[src/rtl/f_add_acc_if.sv]
// Bundle of the Versat FU run-control, operand and result signals for f_add_acc.
// The master (datapath/bench) drives the controls and operands; the slave (the FU) returns out0/done.
interface f_add_acc_if #(
  parameter int DATA_W = 32,
  parameter int LEN_W  = 16
);
  logic              running;
  logic              run;
  logic [1:0]        mode;
  logic [LEN_W-1:0]  acc_len;
  logic [DATA_W-1:0] in0;
  logic [DATA_W-1:0] in1;
  logic [DATA_W-1:0] out0;
  logic              done;

  modport master (
    output running, run, mode, acc_len, in0, in1,
    input  out0, done
  );

  modport slave (
    input  running, run, mode, acc_len, in0, in1,
    output out0, done
  );
endinterface

[src/rtl/f_add_acc.sv]
// Single-precision FP add/sub/accumulate unit around one fixed-latency FP adder core.
// Accumulation keeps ADD_LAT interleaved partial sums in flight, then folds them in lane order.
module iob_fp_add #(
  parameter int LAT = 5
) (
  input  logic        clk,
  input  logic        rst,
  input  logic [31:0] op_a,
  input  logic [31:0] op_b,
  output logic [31:0] res
);
  logic [31:0] sum_c;
  logic [31:0] pipe_reg [LAT];

  // IEEE-754 single add, round-to-nearest-even, subnormals kept, one canonical NaN.
  function automatic logic [31:0] fp_add(input logic [31:0] a, input logic [31:0] b);
    logic        sa, sb, sl, eff_sub, sticky, rup;
    logic        a_nan, b_nan;
    logic [7:0]  ea, eb;
    logic [9:0]  exa, exb, el, es, d, e_norm, e_out;
    logic [23:0] ma, mb, ml, msm;
    logic [53:0] sh;
    logic [26:0] big_x, small_x, m;
    logic [27:0] sum;
    logic [24:0] rnd;
    logic [22:0] frac;
    logic [31:0] r;
    int          lz, shl;
    sa  = a[31];
    sb  = b[31];
    ea  = a[30:23];
    eb  = b[30:23];
    ma  = {|ea, a[22:0]};
    mb  = {|eb, b[22:0]};
    exa = (ea == 8'd0) ? 10'd1 : {2'b00, ea};
    exb = (eb == 8'd0) ? 10'd1 : {2'b00, eb};
    a_nan = (ea == 8'hFF) && (|a[22:0]);
    b_nan = (eb == 8'hFF) && (|b[22:0]);
    r = 32'd0;
    if (ea == 8'hFF || eb == 8'hFF) begin
      if (a_nan || b_nan || (ea == 8'hFF && eb == 8'hFF && sa != sb))
        r = 32'h7FC0_0000;
      else if (ea == 8'hFF)
        r = {sa, 8'hFF, 23'd0};
      else
        r = {sb, 8'hFF, 23'd0};
    end else begin
      if ({exa, ma} >= {exb, mb}) begin
        sl = sa; el = exa; ml = ma; es = exb; msm = mb;
      end else begin
        sl = sb; el = exb; ml = mb; es = exa; msm = ma;
      end
      eff_sub = sa ^ sb;
      d = el - es;
      if (d > 10'd26) begin
        sh      = 54'd0;
        small_x = 27'd0;
        sticky  = |msm;
      end else begin
        sh      = {msm, 30'd0} >> d;
        small_x = sh[53:27];
        sticky  = |sh[26:0];
      end
      small_x[0] = small_x[0] | sticky;
      big_x = {ml, 3'b000};
      sum = eff_sub ? ({1'b0, big_x} - {1'b0, small_x}) : ({1'b0, big_x} + {1'b0, small_x});
      lz = 27;
      for (int i = 0; i < 27; i++)
        if (sum[i]) lz = 26 - i;
      if (sum == 28'd0) begin
        r = {eff_sub ? 1'b0 : sl, 31'd0};
      end else begin
        if (sum[27]) begin
          m      = {sum[27:2], sum[1] | sum[0]};
          e_norm = el + 10'd1;
        end else begin
          // Left shift stops at exponent 1 so tiny results land as subnormals.
          shl    = (lz > int'(el) - 1) ? int'(el) - 1 : lz;
          m      = sum[26:0] << shl;
          e_norm = m[26] ? (el - 10'(shl)) : 10'd0;
        end
        rup   = m[2] & (m[1] | m[0] | m[3]);
        rnd   = {1'b0, m[26:3]} + {24'd0, rup};
        e_out = e_norm + {9'd0, rnd[24]} + {9'd0, (e_norm == 10'd0) && rnd[23]};
        frac  = rnd[24] ? rnd[23:1] : rnd[22:0];
        if (e_out >= 10'd255)
          r = {sl, 8'hFF, 23'd0};
        else
          r = {sl, e_out[7:0], frac};
      end
    end
    return r;
  endfunction

  always_comb sum_c = fp_add(op_a, op_b);

  always_ff @(posedge clk or posedge rst) begin
    if (rst) begin
      for (int i = 0; i < LAT; i++) pipe_reg[i] <= '0;
    end else begin
      pipe_reg[0] <= sum_c;
      for (int i = 1; i < LAT; i++) pipe_reg[i] <= pipe_reg[i-1];
    end
  end

  assign res = pipe_reg[LAT-1];
endmodule

module f_add_acc #(
  parameter int DATA_W  = 32,
  parameter int ADD_LAT = 5,
  parameter int LEN_W   = 16
) (
  input logic       clk,
  input logic       rst,
  f_add_acc_if.slave bus
);
  localparam int               CW       = $clog2(ADD_LAT + 1);
  localparam logic [1:0]       MODE_SUB = 2'd1;
  localparam logic [1:0]       MODE_ACC = 2'd2;
  localparam logic [LEN_W-1:0] LAT_LEN  = LEN_W'(ADD_LAT);

  typedef enum logic [2:0] {S_IDLE, S_STREAM, S_DRAIN, S_REDUCE, S_DONE} state_t;

  state_t            state_reg, state_next;
  logic [LEN_W-1:0]  len_reg, len_next;
  logic [LEN_W-1:0]  k_reg, k_next;
  logic [CW-1:0]     dr_reg, dr_next;
  logic [CW-1:0]     ridx_reg, ridx_next;
  logic [CW-1:0]     rt_reg, rt_next;
  logic [DATA_W-1:0] result_reg, result_next;
  logic [DATA_W-1:0] part_reg [ADD_LAT];

  logic [DATA_W-1:0] op_a, op_b, core_out, red_b, live_b;
  logic [LEN_W-1:0]  n_last;
  logic              acc_start, any_run, cap_en, done_w;
  logic [CW-1:0]     cap_idx;

  iob_fp_add #(.LAT(ADD_LAT)) core (
    .clk  (clk),
    .rst  (rst),
    .op_a (op_a),
    .op_b (op_b),
    .res  (core_out)
  );

  assign any_run   = bus.run && bus.running;
  assign acc_start = any_run && (bus.mode == MODE_ACC);
  assign n_last    = (len_reg > LAT_LEN) ? (len_reg - 1'b1) : (LAT_LEN - 1'b1);
  assign live_b    = (bus.mode == MODE_SUB) ? {~bus.in1[DATA_W-1], bus.in1[DATA_W-2:0]} : bus.in1;

  // Second operand of a reduction step; with two lanes the only partner is still on the core output.
  always_comb begin
    red_b = '0;
    for (int i = 0; i < ADD_LAT; i++)
      if (ridx_reg == CW'(i)) red_b = part_reg[i];
    if (ADD_LAT == 2) red_b = core_out;
  end

  always_comb begin
    state_next  = state_reg;
    len_next    = len_reg;
    k_next      = k_reg;
    dr_next     = dr_reg;
    ridx_next   = ridx_reg;
    rt_next     = rt_reg;
    result_next = result_reg;
    op_a        = bus.in0;
    op_b        = live_b;
    cap_en      = 1'b0;
    cap_idx     = dr_reg;
    case (state_reg)
      S_IDLE: begin
        if (acc_start) begin
          len_next   = bus.acc_len;
          k_next     = '0;
          state_next = S_STREAM;
        end
      end
      S_STREAM: begin
        op_a = (k_reg < len_reg) ? bus.in0 : '0;
        op_b = (k_reg < LAT_LEN) ? '0 : core_out;
        if (!bus.running) begin
          state_next = S_IDLE;
        end else begin
          k_next = k_reg + 1'b1;
          if (k_reg == n_last) begin
            dr_next    = '0;
            state_next = S_DRAIN;
          end
        end
      end
      S_DRAIN: begin
        op_a = '0;
        op_b = '0;
        if (!bus.running) begin
          state_next = S_IDLE;
        end else begin
          cap_en  = 1'b1;
          dr_next = dr_reg + 1'b1;
          if (dr_reg == CW'(ADD_LAT - 2)) begin
            ridx_next  = CW'(1);
            rt_next    = '0;
            state_next = S_REDUCE;
          end
        end
      end
      S_REDUCE: begin
        op_a = '0;
        op_b = '0;
        if (!bus.running) begin
          state_next = S_IDLE;
        end else begin
          // The last lane's partial sum emerges on the first reduce cycle.
          if (ridx_reg == CW'(1) && rt_reg == '0) begin
            cap_en  = 1'b1;
            cap_idx = CW'(ADD_LAT - 1);
          end
          if (rt_reg == '0 && ridx_reg == CW'(ADD_LAT)) begin
            result_next = core_out;
            state_next  = S_DONE;
          end else begin
            if (rt_reg == '0) begin
              op_a = (ridx_reg == CW'(1)) ? part_reg[0] : core_out;
              op_b = red_b;
            end
            if (rt_reg == CW'(ADD_LAT - 1)) begin
              rt_next   = '0;
              ridx_next = ridx_reg + 1'b1;
            end else begin
              rt_next = rt_reg + 1'b1;
            end
          end
        end
      end
      S_DONE: begin
        if (acc_start) begin
          len_next   = bus.acc_len;
          k_next     = '0;
          state_next = S_STREAM;
        end else if (any_run) begin
          state_next = S_IDLE;
        end
      end
      default: state_next = S_IDLE;
    endcase
  end

  always_ff @(posedge clk or posedge rst) begin
    if (rst) begin
      state_reg  <= S_IDLE;
      len_reg    <= '0;
      k_reg      <= '0;
      dr_reg     <= '0;
      ridx_reg   <= '0;
      rt_reg     <= '0;
      result_reg <= '0;
    end else begin
      state_reg  <= state_next;
      len_reg    <= len_next;
      k_reg      <= k_next;
      dr_reg     <= dr_next;
      ridx_reg   <= ridx_next;
      rt_reg     <= rt_next;
      result_reg <= result_next;
    end
  end

  always_ff @(posedge clk or posedge rst) begin
    if (rst) begin
      for (int i = 0; i < ADD_LAT; i++) part_reg[i] <= '0;
    end else begin
      for (int i = 0; i < ADD_LAT; i++)
        if (cap_en && cap_idx == CW'(i)) part_reg[i] <= core_out;
    end
  end

  // A restarting run drops done in the same cycle it is seen.
  assign done_w   = (state_reg == S_DONE) && !any_run;
  assign bus.done = done_w;
  assign bus.out0 = done_w ? result_reg
                  : (state_reg == S_IDLE && bus.running && bus.mode != MODE_ACC) ? core_out
                  : '0;
endmodule
[src/flat_wrapper.sv]
// flat-port wrapper written by rule: the top's interface ports become plain ports
module f_add_acc_flat 
#(
  parameter int DATA_W  = 32,
  parameter int ADD_LAT = 5,
  parameter int LEN_W   = 16
)
  (clk, rst, bus_running, bus_run, bus_mode, bus_acc_len, bus_in0, bus_in1, bus_out0, bus_done);
  f_add_acc_if #(.DATA_W(DATA_W), .LEN_W(LEN_W)) bus_i ();
  input logic clk;
  input logic rst;
  input wire logic [$bits(bus_i.running)-1:0] bus_running;
  input wire logic [$bits(bus_i.run)-1:0] bus_run;
  input wire logic [$bits(bus_i.mode)-1:0] bus_mode;
  input wire logic [$bits(bus_i.acc_len)-1:0] bus_acc_len;
  input wire logic [$bits(bus_i.in0)-1:0] bus_in0;
  input wire logic [$bits(bus_i.in1)-1:0] bus_in1;
  output wire logic [$bits(bus_i.out0)-1:0] bus_out0;
  output wire logic [$bits(bus_i.done)-1:0] bus_done;
  assign bus_i.running = bus_running;
  assign bus_i.run = bus_run;
  assign bus_i.mode = bus_mode;
  assign bus_i.acc_len = bus_acc_len;
  assign bus_i.in0 = bus_in0;
  assign bus_i.in1 = bus_in1;
  assign bus_out0 = bus_i.out0;
  assign bus_done = bus_i.done;
  f_add_acc #(.DATA_W(DATA_W), .ADD_LAT(ADD_LAT), .LEN_W(LEN_W)) u_core (.clk(clk), .rst(rst), .bus(bus_i));
endmodule
[config.mk]
export PLATFORM = sky130hd
export DESIGN_NAME = f_add_acc_flat
export DESIGN_NICKNAME = d
export VERILOG_FILES = /design/src/rtl/f_add_acc_if.sv /design/src/rtl/f_add_acc.sv /design/src/flat_wrapper.sv
export SDC_FILE = /design/constraint.sdc
export NUM_CORES = 1
export LEC_CHECK = 0
export ABC_CLOCK_PERIOD_IN_PS = 22900
export BUFFER_PORTS_ARGS = -buffer_cell sky130_fd_sc_hd__buf_2
export CELL_PAD_IN_SITES_DETAIL_PLACEMENT = 1
export CELL_PAD_IN_SITES_GLOBAL_PLACEMENT = 1
export CORE_ASPECT_RATIO = 1.1
export CORE_UTILIZATION = 49
export DETAILED_ROUTE_END_ITERATION = 12
export PLACE_DENSITY = 0.77
export SLEW_MARGIN = 5
export SYNTH_ARGS = -nofsm -noshare
export SYNTH_HDL_FRONTEND = slang
export SYNTH_HIERARCHICAL = 1
export SYNTH_SLANG_ARGS = --single-unit
export TNS_END_PERCENT = 10
[constraint.sdc]
create_clock -name clk -period 22.9 [get_ports clk]
set_clock_uncertainty 0.05 [all_clocks]
set_input_delay 4.58 -clock clk [delete_from_list [all_inputs] [get_ports clk]]
set_output_delay 4.58 -clock clk [all_outputs]
set_load 0.005 [all_outputs]
==> metrics <==
largest net degree at the start of global routing=101; antenna cells=0; Final ANT Viol Nets=0; Slowest-stage cell, CP=o31ai_1; Fmax=45.6 MHz; # rows=95; Filler Cells Inserted=7076; H-tree lvl count=2; Data required, critical path=23310 ps; Clk pin slew, worst setup/hold paths=70 ps; initial antenna violation count=1; unrepaired setup endpoints after global routing=no; status=finished clean; Non-Filler Instances=4242; top cell type by total area after synthesis=dfrtp_1; Final Hold Fails=0; Unique masters post-synth=126; Post-Synth XOR/XNOR Area=0.0290; CTS tree=done; Worst Path Buf+Inv=5; CP startpoint kind=input port; largest family of logic cells by synthesized area=compound AO/OA/AOI/OAI gates; Setup violations, final=0; root buf cell=clkbuf_16; Critical Path AT=22340 ps; mapped cell area=30200 um^2; initial drt markers=2316; period utilization=0.958; max_cap viols=0; hold_buf cts=0; grt peak-use layer=met2; Placed Cells=4168; crit-path leading delay family=compound AO/OA/AOI/OAI gates; number of global-route vias before repair=29400; Die Span X=239 um; Ys Warns=6; first-pass GRT wire length=179000 um; Slew Viols, Final=0; DPL Wire Length=87200 um; layout cell share with drive strength beyond 1=0.196; max reg flops=160; complex-gate fraction of the synthesized area=0.234; chip height=262 um; crit path time final=21930 ps; worst skew pair latency=570 ps; Net count, final=3605; simple-gate share of the synthesized area=0.156; post-synthesis mux area share=0.134; Post-synth top flop=dfrtp_1; Avg Inst Size Synth=8.96 um^2; Synth top area share=0.328; critical path class=in2reg; Pre-antenna DRT Iters=8; die area=62600 um^2; Rel. slew slack=0.133; WL/cell=27.7 um; area delta synth->final=9.52%; placeable core region=61000 um^2; WL final=117000 um; grt ovf=0; DRC Markers=0; most used cell, CP=a21oi_1; Post-Synth Adder-Cell Area=0.0542; asr flop ratio synth=1.00; r2r setup slk=2940 ps; M3 GR Usage=0.0362; sequential element share of the synthesized area=0.328; clk sink count=396; Worst-Margin Slew=1300 ps; met2 GRT Util=0.616; CP peak stage delay=790 ps; met1 Usage GRT=0.460; Critical Path End Type=flip-flop; Post-synth EDFFs=0; Max Buffers Root-to-Sink=3; Vias=28100; I/O Pins=119; Synth Instances=3368; crit path max fanout=18; Total GRT Usage=0.367; Initial Util=0.495; Hold Crit Class=reg2reg; vias per cell=6.63; Area contributors post-synth=dfrtp_1 (33%), mux2_2 (8.0%), ha_1 (5.2%); Post-Syn Nets=3583; synthesized flop and latch total=396; Port Buf Inserts=118; Inserted Clock Buffers=38; Final GP Congestion=0.984
-- synthesized netlist by cell type, types with 14 or more instances --
cell and count:
buf_1 43, nor4_1 31, o21bai_1 15, mux4_2 16
clkbuf_1 153, and2_1 20, xor2_1 35, o22ai_1 18
a211oi_1 36, nand3_1 98, a22oi_1 79, nand4_1 39
xnor2_1 63, buf_2 26, ha_1 126, nor2_1 207
dfrtp_1 396, mux2i_1 123, nor2b_1 28, a22o_1 38
a31oi_1 28, a21o_1 43, or3_1 24, a21oi_1 151
inv_1 148, and3_1 25, a221o_1 14, o31ai_1 20
nand2_1 294, o21ai_0 241, a21boi_0 14, mux2_2 215
nor3_1 67, o211ai_1 68, buf_4 43, nand2b_1 31
o2bb2ai_1 35
-- worst register-to-register path: cells and delay by family (launching register included) --
family                   cells  cell delay [ps]
XOR/XNOR                     2              370
multiplexers                 3             1550
flip-flops                   1              410
AO/OA/AOI/OAI               34             8860
adder cells (fa/ha/maj)      7             2250
buffers and inverters        6             1510
AND/OR/NAND/NOR             19             4810
-- cell usage in the layout, fill, tap and decap left out, types with 15 or more instances in the layout --
| cell type | instances |
|---|---|
| o21bai_1 | 15 |
| buf_2 | 118 |
| and3_1 | 25 |
| mux2_2 | 215 |
| xor2_1 | 35 |
| o21ai_1 | 17 |
| a22oi_1 | 79 |
| nor3_1 | 67 |
| nand4_1 | 39 |
| nor2_1 | 204 |
| dfrtp_1 | 396 |
| a31oi_1 | 28 |
| mux2i_1 | 123 |
| a21o_1 | 42 |
| a21oi_1 | 149 |
| nor2b_1 | 27 |
| nor4_1 | 28 |
| nand2_1 | 290 |
| a211oi_1 | 35 |
| clkbuf_16 | 38 |
| o21ai_0 | 233 |
| o31ai_1 | 18 |
| nand3_1 | 97 |
| nand2b_1 | 31 |
| buf_4 | 139 |
| and2_1 | 20 |
| o22ai_1 | 18 |
| mux4_2 | 16 |
| xnor2_1 | 63 |
| a22o_1 | 38 |
| o2bb2ai_1 | 34 |
| or3_1 | 24 |
| o211ai_1 | 68 |
| inv_1 | 146 |
| ha_1 | 124 |
-- metal layers --
metal  wire [um]  up-vias
li1            -    12400
met1       47200    14400
met2       57000     1013
met3        6180      254
met4        7060        2
met5          13        -
-- final cells by class --
type | instances | area [um^2] | share of cell area
inverter | 154 | 591 | 0.0179
multi-input combinational | 2541 | 18600 | 0.562
clock buffer | 53 | 1040 | 0.0314
sequential | 396 | 9910 | 0.300
timing repair buffer | 259 | 1670 | 0.0504
clock inverter | 15 | 224 | 0.00678
tap | 824 | 1030 | 0.0312
-- path summary, 6_finish.rpt --
| check | start | to | depth (start not counted) |
|---|---|---|---|
| setup / recovery | bus_running | u_core/core/pipe_reg[130] | 65 |
| max in group asynchronous | rst | u_core/part_reg[131] | 3 |
| min in group asynchronous | rst | u_core/core/res[16] | 2 |
| hold reg to reg | u_core/core/pipe_reg[105] | u_core/core/pipe_reg[73] | 0 |
| setup reg to reg | u_core/ridx_reg[1] | u_core/core/pipe_reg[130] | 71 |
| hold / removal | u_core/core/pipe_reg[105] | u_core/core/pipe_reg[73] | 0 |
-- metrics by stage --
step	util	setup TNS (ps)	setup WS (ps)	hold WS, ps	area (um^2)
floorplan	-	0	923	281	30200
global placement	0.519	0	461	283	31600
detailed placement	0.519	-2070	-166	286	31600
CTS	0.540	0	376	299	32900
global route	0.542	0	28.7	304	33000
finish	0.542	0	969	294	33000
-- cell families (layout without fill, tap and decap cells) --
kind of cell,after synthesis,in the layout
AOI/OAI and AO/OA,1004,1006
xor gates and xnor gates,99,99
adders and majority gates,129,129
buffers and inverters,434,481
DFF,396,396
muxes,357,357
and+or+nand+nor,949,950
-- what timing repair did --
item,CTS,global route
setup endpoints to repair,0,31
gates resized for setup,0,27
buffers inserted,0,3
hold endpoints to repair,0,0
Power is not shown: default switching activity piles up to over one toggle a cycle in this logic, so the estimate is an artifact.
